### config.mk
export PLATFORM = sky130hd
export DESIGN_NAME = pass_scheduler_flat
export DESIGN_NICKNAME = d
export VERILOG_FILES = /design/src/rtl/pass_scheduler_if.sv /design/src/rtl/pass_scheduler.sv /design/src/flat_wrapper.sv
export SDC_FILE = /design/constraint.sdc
export NUM_CORES = 2
export LEC_CHECK = 0
export BUFFER_PORTS_ARGS = -buffer_cell sky130_fd_sc_hd__buf_2
export CAP_MARGIN = 30
export CORE_ASPECT_RATIO = 2
export CORE_MARGIN = 1.5
export CORE_UTILIZATION = 35
export DETAILED_ROUTE_END_ITERATION = 8
export GPL_ROUTABILITY_DRIVEN = 0
export PLACE_DENSITY = 0.55
export SLEW_MARGIN = 20
export SYNTH_ARGS = -nofsm -noshare
export SYNTH_HDL_FRONTEND = slang
export SYNTH_SLANG_ARGS = --single-unit
### constraint.sdc
create_clock -name clk -period 4.4 [get_ports clk]
set_clock_uncertainty 0.1 [all_clocks]
set_input_delay 0.88 -clock clk [delete_from_list [all_inputs] [get_ports clk]]
set_output_delay 0.88 -clock clk [all_outputs]
set_load 0.05 [all_outputs]
### src/rtl/pass_scheduler_if.sv
// rtl/pass_scheduler_if.sv - pass handshake and per-pass parameter bus between pass_scheduler and token_engine
interface pass_scheduler_if;
  logic        pass_start_o;
  logic        pass_done_i;
  logic [1:0]  layer_type_o;
  logic [31:0] weight_GLB_base_addr_o;
  logic [31:0] ifmap_GLB_base_addr_o;
  logic [31:0] ipsum_GLB_base_addr_o;
  logic [31:0] bias_GLB_base_addr_o;
  logic [31:0] opsum_GLB_base_addr_o;
  logic [31:0] tile_n_o;
  logic [31:0] On_real_o;
  logic        n_tile_is_first_o;
  logic        n_tile_is_last_o;
  logic [31:0] pass_idx_o;

  // Scheduler side: drives the pass bus, receives completion.
  modport master (
    output pass_start_o, layer_type_o,
    output weight_GLB_base_addr_o, ifmap_GLB_base_addr_o, ipsum_GLB_base_addr_o,
    output bias_GLB_base_addr_o, opsum_GLB_base_addr_o,
    output tile_n_o, On_real_o, n_tile_is_first_o, n_tile_is_last_o, pass_idx_o,
    input  pass_done_i
  );

  // Engine side: consumes the pass bus, reports completion.
  modport slave (
    input  pass_start_o, layer_type_o,
    input  weight_GLB_base_addr_o, ifmap_GLB_base_addr_o, ipsum_GLB_base_addr_o,
    input  bias_GLB_base_addr_o, opsum_GLB_base_addr_o,
    input  tile_n_o, On_real_o, n_tile_is_first_o, n_tile_is_last_o, pass_idx_o,
    output pass_done_i
  );
endinterface

### src/rtl/pass_scheduler.sv
// rtl/pass_scheduler.sv - splits a layer into passes and sequences them toward token_engine
module pass_scheduler #(
  parameter int DW_HALO = 2
) (
  input  logic             clk,
  input  logic             rst_n,
  input  logic             layer_start_i,
  input  logic [1:0]       layer_type_i,
  input  logic [31:0]      on_total_i,
  input  logic [31:0]      tile_n_cfg_i,
  input  logic [31:0]      weight_base_i,
  input  logic [31:0]      ifmap_base_i,
  input  logic [31:0]      ipsum_base_i,
  input  logic [31:0]      bias_base_i,
  input  logic [31:0]      opsum_base_i,
  input  logic [31:0]      ifmap_stride_i,
  input  logic [31:0]      ipsum_stride_i,
  input  logic [31:0]      opsum_stride_i,
  pass_scheduler_if.master pass_if,
  output logic             busy_o,
  output logic             layer_done_o,
  output logic             cfg_err_o
);

  localparam logic [1:0] DEPTHWISE = 2'd1;

  typedef enum logic [2:0] {
    S_IDLE  = 3'd0,
    S_SETUP = 3'd1,
    S_START = 3'd2,
    S_WAIT  = 3'd3,
    S_DONE  = 3'd4
  } state_t;

  state_t state_q, state_d;

  // Latched layer configuration
  logic [1:0]  type_q;
  logic [31:0] tile_cfg_q;
  logic [31:0] weight_base_q, bias_base_q;
  logic [31:0] ifmap_stride_q, ipsum_stride_q, opsum_stride_q;
  logic        err_q;

  // Running pass bookkeeping; accumulators hold base + pass_idx * stride
  logic [31:0] remaining_q, pass_idx_q;
  logic [31:0] ifmap_acc_q, ipsum_acc_q, opsum_acc_q;

  // Registered pass outputs, loaded in SETUP and held until the next SETUP
  logic [31:0] on_real_q, tile_n_q, pass_idx_out_q;
  logic [31:0] weight_addr_q, ifmap_addr_q, ipsum_addr_q, bias_addr_q, opsum_addr_q;
  logic        first_q, last_q;

  logic [31:0] on_real_d, tile_n_d;
  logic        last_d;
  logic        zero_work;

  // State register
  always_ff @(posedge clk or negedge rst_n) begin
    if (!rst_n) state_q <= S_IDLE;
    else        state_q <= state_d;
  end

  // Next-state logic; pass_done is only honoured in WAIT
  always_comb begin
    state_d   = state_q;
    zero_work = (on_total_i == 32'd0) || (tile_n_cfg_i == 32'd0);
    case (state_q)
      S_IDLE:  if (layer_start_i) state_d = zero_work ? S_DONE : S_SETUP;
      S_SETUP: state_d = S_START;
      S_START: state_d = S_WAIT;
      S_WAIT:  if (pass_if.pass_done_i) state_d = last_q ? S_DONE : S_SETUP;
      S_DONE:  state_d = S_IDLE;
      default: state_d = S_IDLE;
    endcase
  end

  // State-decoded strobes and status
  always_comb begin
    pass_if.pass_start_o = (state_q == S_START);
    layer_done_o         = (state_q == S_DONE);
    cfg_err_o            = (state_q == S_DONE) && err_q;
    busy_o               = (state_q != S_IDLE);
  end

  // Geometry of the pass about to be issued
  always_comb begin
    on_real_d = (remaining_q < tile_cfg_q) ? remaining_q : tile_cfg_q;
    tile_n_d  = (type_q == DEPTHWISE) ? (on_real_d + 32'(DW_HALO)) : on_real_d;
    last_d    = (remaining_q <= tile_cfg_q);
  end

  // Config latch at layer start and per-pass stepping after a non-last pass completes
  always_ff @(posedge clk or negedge rst_n) begin
    if (!rst_n) begin
      type_q         <= 2'd0;
      tile_cfg_q     <= '0;
      weight_base_q  <= '0;
      bias_base_q    <= '0;
      ifmap_stride_q <= '0;
      ipsum_stride_q <= '0;
      opsum_stride_q <= '0;
      err_q          <= 1'b0;
      remaining_q    <= '0;
      pass_idx_q     <= '0;
      ifmap_acc_q    <= '0;
      ipsum_acc_q    <= '0;
      opsum_acc_q    <= '0;
    end else if (state_q == S_IDLE && layer_start_i) begin
      type_q         <= layer_type_i;
      tile_cfg_q     <= tile_n_cfg_i;
      weight_base_q  <= weight_base_i;
      bias_base_q    <= bias_base_i;
      ifmap_stride_q <= ifmap_stride_i;
      ipsum_stride_q <= ipsum_stride_i;
      opsum_stride_q <= opsum_stride_i;
      err_q          <= (tile_n_cfg_i == 32'd0);
      remaining_q    <= on_total_i;
      pass_idx_q     <= '0;
      ifmap_acc_q    <= ifmap_base_i;
      ipsum_acc_q    <= ipsum_base_i;
      opsum_acc_q    <= opsum_base_i;
    end else if (state_q == S_WAIT && pass_if.pass_done_i && !last_q) begin
      remaining_q    <= remaining_q - on_real_q;
      pass_idx_q     <= pass_idx_q + 32'd1;
      ifmap_acc_q    <= ifmap_acc_q + ifmap_stride_q;
      ipsum_acc_q    <= ipsum_acc_q + ipsum_stride_q;
      opsum_acc_q    <= opsum_acc_q + opsum_stride_q;
    end
  end

  // Pass output registers, loaded once per pass in SETUP
  always_ff @(posedge clk or negedge rst_n) begin
    if (!rst_n) begin
      on_real_q      <= '0;
      tile_n_q       <= '0;
      pass_idx_out_q <= '0;
      first_q        <= 1'b0;
      last_q         <= 1'b0;
      weight_addr_q  <= '0;
      ifmap_addr_q   <= '0;
      ipsum_addr_q   <= '0;
      bias_addr_q    <= '0;
      opsum_addr_q   <= '0;
    end else if (state_q == S_SETUP) begin
      on_real_q      <= on_real_d;
      tile_n_q       <= tile_n_d;
      pass_idx_out_q <= pass_idx_q;
      first_q        <= (pass_idx_q == 32'd0);
      last_q         <= last_d;
      weight_addr_q  <= weight_base_q;
      ifmap_addr_q   <= ifmap_acc_q;
      ipsum_addr_q   <= ipsum_acc_q;
      bias_addr_q    <= bias_base_q;
      opsum_addr_q   <= opsum_acc_q;
    end
  end

  assign pass_if.layer_type_o           = type_q;
  assign pass_if.weight_GLB_base_addr_o = weight_addr_q;
  assign pass_if.ifmap_GLB_base_addr_o  = ifmap_addr_q;
  assign pass_if.ipsum_GLB_base_addr_o  = ipsum_addr_q;
  assign pass_if.bias_GLB_base_addr_o   = bias_addr_q;
  assign pass_if.opsum_GLB_base_addr_o  = opsum_addr_q;
  assign pass_if.tile_n_o               = tile_n_q;
  assign pass_if.On_real_o              = on_real_q;
  assign pass_if.n_tile_is_first_o      = first_q;
  assign pass_if.n_tile_is_last_o       = last_q;
  assign pass_if.pass_idx_o             = pass_idx_out_q;

endmodule

### src/flat_wrapper.sv
// flat-port wrapper written by rule: the top's interface ports become plain ports
module pass_scheduler_flat 
#(
  parameter int DW_HALO = 2
)
  (clk, rst_n, layer_start_i, layer_type_i, on_total_i, tile_n_cfg_i, weight_base_i, ifmap_base_i, ipsum_base_i, bias_base_i, opsum_base_i, ifmap_stride_i, ipsum_stride_i, opsum_stride_i, busy_o, layer_done_o, cfg_err_o, pass_if_pass_start_o, pass_if_layer_type_o, pass_if_weight_GLB_base_addr_o, pass_if_ifmap_GLB_base_addr_o, pass_if_ipsum_GLB_base_addr_o, pass_if_bias_GLB_base_addr_o, pass_if_opsum_GLB_base_addr_o, pass_if_tile_n_o, pass_if_On_real_o, pass_if_n_tile_is_first_o, pass_if_n_tile_is_last_o, pass_if_pass_idx_o, pass_if_pass_done_i);
  pass_scheduler_if pass_if_i ();
  input  logic clk;
  input  logic rst_n;
  input  logic layer_start_i;
  input  logic [1:0] layer_type_i;
  input  logic [31:0] on_total_i;
  input  logic [31:0] tile_n_cfg_i;
  input  logic [31:0] weight_base_i;
  input  logic [31:0] ifmap_base_i;
  input  logic [31:0] ipsum_base_i;
  input  logic [31:0] bias_base_i;
  input  logic [31:0] opsum_base_i;
  input  logic [31:0] ifmap_stride_i;
  input  logic [31:0] ipsum_stride_i;
  input  logic [31:0] opsum_stride_i;
  output logic busy_o;
  output logic layer_done_o;
  output logic cfg_err_o;
  output wire logic [$bits(pass_if_i.pass_start_o)-1:0] pass_if_pass_start_o;
  output wire logic [$bits(pass_if_i.layer_type_o)-1:0] pass_if_layer_type_o;
  output wire logic [$bits(pass_if_i.weight_GLB_base_addr_o)-1:0] pass_if_weight_GLB_base_addr_o;
  output wire logic [$bits(pass_if_i.ifmap_GLB_base_addr_o)-1:0] pass_if_ifmap_GLB_base_addr_o;
  output wire logic [$bits(pass_if_i.ipsum_GLB_base_addr_o)-1:0] pass_if_ipsum_GLB_base_addr_o;
  output wire logic [$bits(pass_if_i.bias_GLB_base_addr_o)-1:0] pass_if_bias_GLB_base_addr_o;
  output wire logic [$bits(pass_if_i.opsum_GLB_base_addr_o)-1:0] pass_if_opsum_GLB_base_addr_o;
  output wire logic [$bits(pass_if_i.tile_n_o)-1:0] pass_if_tile_n_o;
  output wire logic [$bits(pass_if_i.On_real_o)-1:0] pass_if_On_real_o;
  output wire logic [$bits(pass_if_i.n_tile_is_first_o)-1:0] pass_if_n_tile_is_first_o;
  output wire logic [$bits(pass_if_i.n_tile_is_last_o)-1:0] pass_if_n_tile_is_last_o;
  output wire logic [$bits(pass_if_i.pass_idx_o)-1:0] pass_if_pass_idx_o;
  input wire logic [$bits(pass_if_i.pass_done_i)-1:0] pass_if_pass_done_i;
  assign pass_if_pass_start_o = pass_if_i.pass_start_o;
  assign pass_if_layer_type_o = pass_if_i.layer_type_o;
  assign pass_if_weight_GLB_base_addr_o = pass_if_i.weight_GLB_base_addr_o;
  assign pass_if_ifmap_GLB_base_addr_o = pass_if_i.ifmap_GLB_base_addr_o;
  assign pass_if_ipsum_GLB_base_addr_o = pass_if_i.ipsum_GLB_base_addr_o;
  assign pass_if_bias_GLB_base_addr_o = pass_if_i.bias_GLB_base_addr_o;
  assign pass_if_opsum_GLB_base_addr_o = pass_if_i.opsum_GLB_base_addr_o;
  assign pass_if_tile_n_o = pass_if_i.tile_n_o;
  assign pass_if_On_real_o = pass_if_i.On_real_o;
  assign pass_if_n_tile_is_first_o = pass_if_i.n_tile_is_first_o;
  assign pass_if_n_tile_is_last_o = pass_if_i.n_tile_is_last_o;
  assign pass_if_pass_idx_o = pass_if_i.pass_idx_o;
  assign pass_if_i.pass_done_i = pass_if_pass_done_i;
  pass_scheduler #(.DW_HALO(DW_HALO)) u_core (.clk(clk), .rst_n(rst_n), .layer_start_i(layer_start_i), .layer_type_i(layer_type_i), .on_total_i(on_total_i), .tile_n_cfg_i(tile_n_cfg_i), .weight_base_i(weight_base_i), .ifmap_base_i(ifmap_base_i), .ipsum_base_i(ipsum_base_i), .bias_base_i(bias_base_i), .opsum_base_i(opsum_base_i), .ifmap_stride_i(ifmap_stride_i), .ipsum_stride_i(ipsum_stride_i), .opsum_stride_i(opsum_stride_i), .pass_if(pass_if_i), .busy_o(busy_o), .layer_done_o(layer_done_o), .cfg_err_o(cfg_err_o));
endmodule
### Word-level counts from Yosys, hierarchy flattened

Index checks and enable logic that the tools add are counted.

* order comparisons: 2
* add/sub/neg operators: 6
* multiplexer cells: 17
* reduce and logical (&&, ||, !) cells: 13
* equality and inequality tests: 7

Operators by type and width (count)
* $mux 32: 12
* $add 32x32->32: 3
* $logic_not 32->1: 3
* $add 32x1->32 const B: 1
* $add 32x2->32 const B: 1
* $le 32x32->1: 1
* $lt 32x32->1: 1
* $sub 32x32->32: 1
* $mux 3: 4
* $pmux 3 s4: 1
* $eq 3x2->1 const B: 2
* $logic_and 1x1->1: 4
* $ne 2x2->1 const B: 2
* $eq 3x1->1 const B: 1
* $eq 3x3->1 const B: 1
* $logic_not 3->1: 1
* $reduce_bool 3->1: 1
* $eq 2x1->1 const B: 1
* $reduce_and 2->1: 1
* $reduce_bool 2->1: 1
* $logic_not 1->1: 1
* $logic_or 1x1->1: 1

* register bits: 616
* bits of input ports: 326
* word-level logic and storage cells: 69
* output and inout port bits: 264

### Depth between registers and ports, before layout

* depth in word-level cells: 5
* depth in mapped cells: 25
* depth with buffers taken out: 21

### Worst setup path after synthesis

Ideal clock, no wire load.

* path type: register to register
* from: register u_core.remaining_q[5]
* to: register u_core.tile_n_q[29], in the netlist u_core.pass_if.tile_n_o[29]
* buffers on the path: 4
* clock period less this slack: 4.722 ns
* data required time: 4.167 ns
* setup slack: -0.322 ns
* cell stages (with the launch flop): 25
* library setup time: 0.133 ns
* data arrival time: 4.488 ns
* cells stage by stage: dfrtp_1 -> ha_1 -> a21o_1 -> a21o_1 -> a21oi_1 -> o21ai_0 -> a221o_1 -> a211o_1 -> buf_2 -> buf_2 -> buf_2 -> nor2_1 -> a21oi_1 -> inv_1 -> ha_1 -> and2_1 -> clkbuf_1 -> or4b_1 -> nor2_1 -> nand2_1 -> mux2i_1 -> nand4_1 -> xnor2_1 -> mux2i_1 -> o21ai_0

* longest elaborated chain between the ends: 4

RTL lines
* from (decl): RTL line pass_scheduler.sv:45 `logic [31:0] remaining_q, pass_idx_q;`
* from (signal assigned): RTL line pass_scheduler.sv:117 `remaining_q <= on_total_i;`
* from (signal assigned): RTL line pass_scheduler.sv:123 `remaining_q <= remaining_q - on_real_q;`
* $lt 32x32->1: RTL line pass_scheduler.sv:87 `on_real_d = (remaining_q < tile_cfg_q) ? remaining_q : tile_cfg_q;`
* $mux 32: RTL line pass_scheduler.sv:87
* named net u_core.on_real_d[1]: RTL line pass_scheduler.sv:53 `logic [31:0] on_real_d, tile_n_d;`
* $add 32x2->32: RTL line pass_scheduler.sv:88 `tile_n_d = (type_q == DEPTHWISE) ? (on_real_d + 32'(DW_HALO)) : on_real_d;`
* $mux 32: RTL line pass_scheduler.sv:88
* to (signal assigned): RTL line pass_scheduler.sv:146 `tile_n_q <= tile_n_d;`
* to (decl): RTL line pass_scheduler.sv:49 `logic [31:0] on_real_q, tile_n_q, pass_idx_out_q;`

The timed path passes the listed nets, and every way through them passes these cells.
A chain may end at the register's enable or synchronous reset.

### Worst setup path in the final report

* from: register u_core.tile_cfg_q[5]
* to: register u_core.tile_n_q[29], in the netlist u_core.pass_if.tile_n_o[29]

* longest elaborated chain between the ends: 4

RTL lines
* from (decl): RTL line pass_scheduler.sv:39 `logic [31:0] tile_cfg_q;`
* from (signal assigned): RTL line pass_scheduler.sv:110 `tile_cfg_q <= tile_n_cfg_i;`
* $lt 32x32->1: RTL line pass_scheduler.sv:87
* $mux 32: RTL line pass_scheduler.sv:87
* named net u_core.on_real_d[2]: RTL line pass_scheduler.sv:53
* $add 32x2->32: RTL line pass_scheduler.sv:88
* $mux 32: RTL line pass_scheduler.sv:88

The timed path passes the listed nets, and every way through them passes these cells.

==> impl_metrics.toml <==
[yosys]
syn-num-nets = 4244
ys_warn_count = 0
ys_ff_latch = 615
synth.avg_cell_area_sq_um = 8.608
yosys-top-cells-count = "nand2_1, dfrtp_1, o21ai_0, nor2_1, ha_1"
synthFlopType = "dfrtp_1"
synth_area_leaders = "dfrtp_1, nand2_1, ha_1"
yosys.area.top_type = "dfrtp_1"
yosysMostFrequentCell = "nand2_1"
synthCells = 3755
async_flop_share_pct = 100.0
syn-cell-area_sq_um = 32320
ys_seq_area_share_pct = 47.61
synth_top_area_share_pct = 47.61
synth_cell_types = 84
synth_edf_count = 0

[timing]
fmax_ghz = 0.2321
tightest_slew_ns = 1.015
slew_headroom_pct = 32.34
fin_crit_sh_pct = 97.93
grt_setup_unrepaired = "true"
setup_viol = 0
finalSetupTns_ns = 0
final_hold_viol_count = 0
slew_viol_final = 0
fin_crit_ns = 4.309

[pwr]
comb_power_share_pct = 56.2
leakagePower_uw = 0.02029
p_sw_uw = 16680
seqPwrFrac_pct = 27.9
worst_ir_drop_vdd_mv = 0.6552
p_int_uw = 17700
switching_share_pct = 48.51
power_uw = 34380
p_per_area_nw_per_um2 = 877.6
clkPwrFrac_pct = 15.9

[floorplan]
die_y_um = 432.8
ioPinCount = 590
placementRows = 157
die_w_um = 217.9
die_area_sq_um = 94300
start_util_pct = 35.31
coreArea_sq_um = 91540

[cts]
clock-sinks = 615
cts_hold_buf = 0
htree_levels = 2
cts_buffers = 59
cts_buffer_depth = 3
clk_pin_slew_ns = 0.07
worstSkewPairLatency_ns = 0.67
root_buffer = "clkbuf_16"
cts_tree = "built"

[routing]
route.vias.total = 28545
totalWireLength_mm = 111.8
drt_iter0_drc = 1618
avgRoutedWirePerCell_um = 20.07
detail_route.drc_violations = 0
drt-vias-per-instance = 5.121
firstDrtPassIters = 7
ant_nets = 0

[critical_path]
crit_path_end_kind = "flip-flop"
r2r-start = "u_core.tile_cfg_q[5]"
reg2reg_depth = 21
rr_endpoint = "u_core.pass_if.tile_n_o[29]"
crit_required_ns = 4.82
criticalPathCategory = "reg -> reg"
worstPathArrival_ns = 4.73
startpoint_type = "flip-flop"
crit_fanout = 5
r2r_slack_ns = 0.09

[flow_run]
max_cap_viol_count = 0

[final_layout]
syn_to_final_growth_pct = 21.19
fin_util_pct = 42.79
layout.nets = 4815
drive_above_1_share_pct = 19.30

[grt]
grt_overflow = 0
antenna_found_initial = 35
grt_max_degree = 185
grt_pass1_vias = 28852
grt_util_all_layers_pct = 23.37
grt_pass1_wl_mm = 169.7

[hold_path]
hp-class = "in -> async"

[placement]
io_buffers = 589
place_hpwl_mm = 81.92

[run_status]
outcome = "finished clean"
[cell usage in the layout, fill, tap and decap left out, drive strengths merged, types with 84 or more instances in the layout]
cell,netlist,layout
dfrtp,615,615
buf,25,686
nor2,181,181
clkbuf,151,84
o21ai,242,242
a21oi,154,154
inv,103,107
ha,159,159
xnor2,91,91
nand2,1303,1303
[power by group through the flow]
stage	Sequential (uW)	Clock (uW)	Combinational, uW
after floorplan	12300	0	11000
after global placement	9610	0	19200
after detailed placement	9660	0	19300
after CTS	9580	5660	19400
after global routing	9870	5840	21300
final	9590	5470	19300
[worst max-delay path: stages, from the launching register on]
cell	delay, ns
dfrtp_1	0.38
inv_2	0.09
ha_4	0.20
a21o_1	0.15
a21o_1	0.16
a21oi_2	0.20
o21ai_2	0.08
a221o_1	0.33
a211o_4	0.38
mux2i_2	0.17
inv_1	0.06
ha_1	0.14
and2_4	0.14
or4b_4	0.54
nor2_4	0.13
nand2_1	0.07
mux2i_2	0.22
buf_4	0.17
nand4_1	0.09
xnor2_1	0.14
mux2i_1	0.15
o21ai_1	0.07
[kinds of logic after synthesis]
group / count (synthesis) / synth area share (%)
compound gates: 700 / 13.64
xor+xnor: 163 / 4.416
fa+ha+maj: 163 / 6.402
buf+inv: 279 / 3.298
flops: 615 / 47.61
mux: 52 / 1.622
simple gates: 1783 / 23.01
[worst max path at each step]
stage,from,to,slack (ns)
3_5_place_dp,u_core.tile_cfg_q[5],u_core.pass_if.tile_n_o[29],-0.1
2_1_floorplan,u_core.remaining_q[9],u_core.pass_if.tile_n_o[29],0.006
5_1_grt,u_core.tile_cfg_q[5],u_core.pass_if.tile_n_o[29],-0.08
6_report,u_core.tile_cfg_q[5],u_core.pass_if.tile_n_o[29],0.09
4_1_cts,u_core.tile_cfg_q[5],u_core.pass_if.tile_n_o[29],0.02
3_3_place_gp,u_core.tile_cfg_q[5],u_core.pass_if.tile_n_o[29],-0.05
[layout make-up]
cell class | instances | area, sq um
Multi-Input combinational cell | 2861 | 15970
Inverter | 103 | 386.6
Sequential cell | 615 | 15390
Antenna cell | 8 | 20.02
Tap cell | 1192 | 1491
Clock buffer | 84 | 1730
Clock inverter | 25 | 301.5
Fill cell | 9393 | 52370
Timing Repair Buffer | 686 | 3886
[stage by stage]
stage	std cells	area [sq um]	worst slack (ns)	hold WS, ns
after floorplan	3755	32390	0.005846	0.3381
after global placement	5456	37090	-0.05282	0.3449
after detailed placement	5456	37090	-0.09691	0.3496
after CTS	5565	39130	0.01850	0.1584
after global routing	5570	39160	-0.07877	0.1393
final	5574	39170	0.09087	0.09734
[routing by layer]
layer | share of wire, % | GRT usage, % | routed length, um
met3 | 6.6 | 5.529 | 7364
met5 | 0.25 | 0 | 284
met1 | 40 | 27.10 | 44220
met2 | 50 | 41.58 | 56160
met4 | 3.4 | 8.118 | 3820
[repair_timing]
| item | CTS | global route |
|---|---|---|
| endpoints found under the setup margin | 2 | 5 |
| pin swaps | 1 | 8 |
| gates resized for setup | 4 | 7 |
| buffers inserted | 0 | 1 |
No activity file was read; power rests on OpenSTA's default activity.
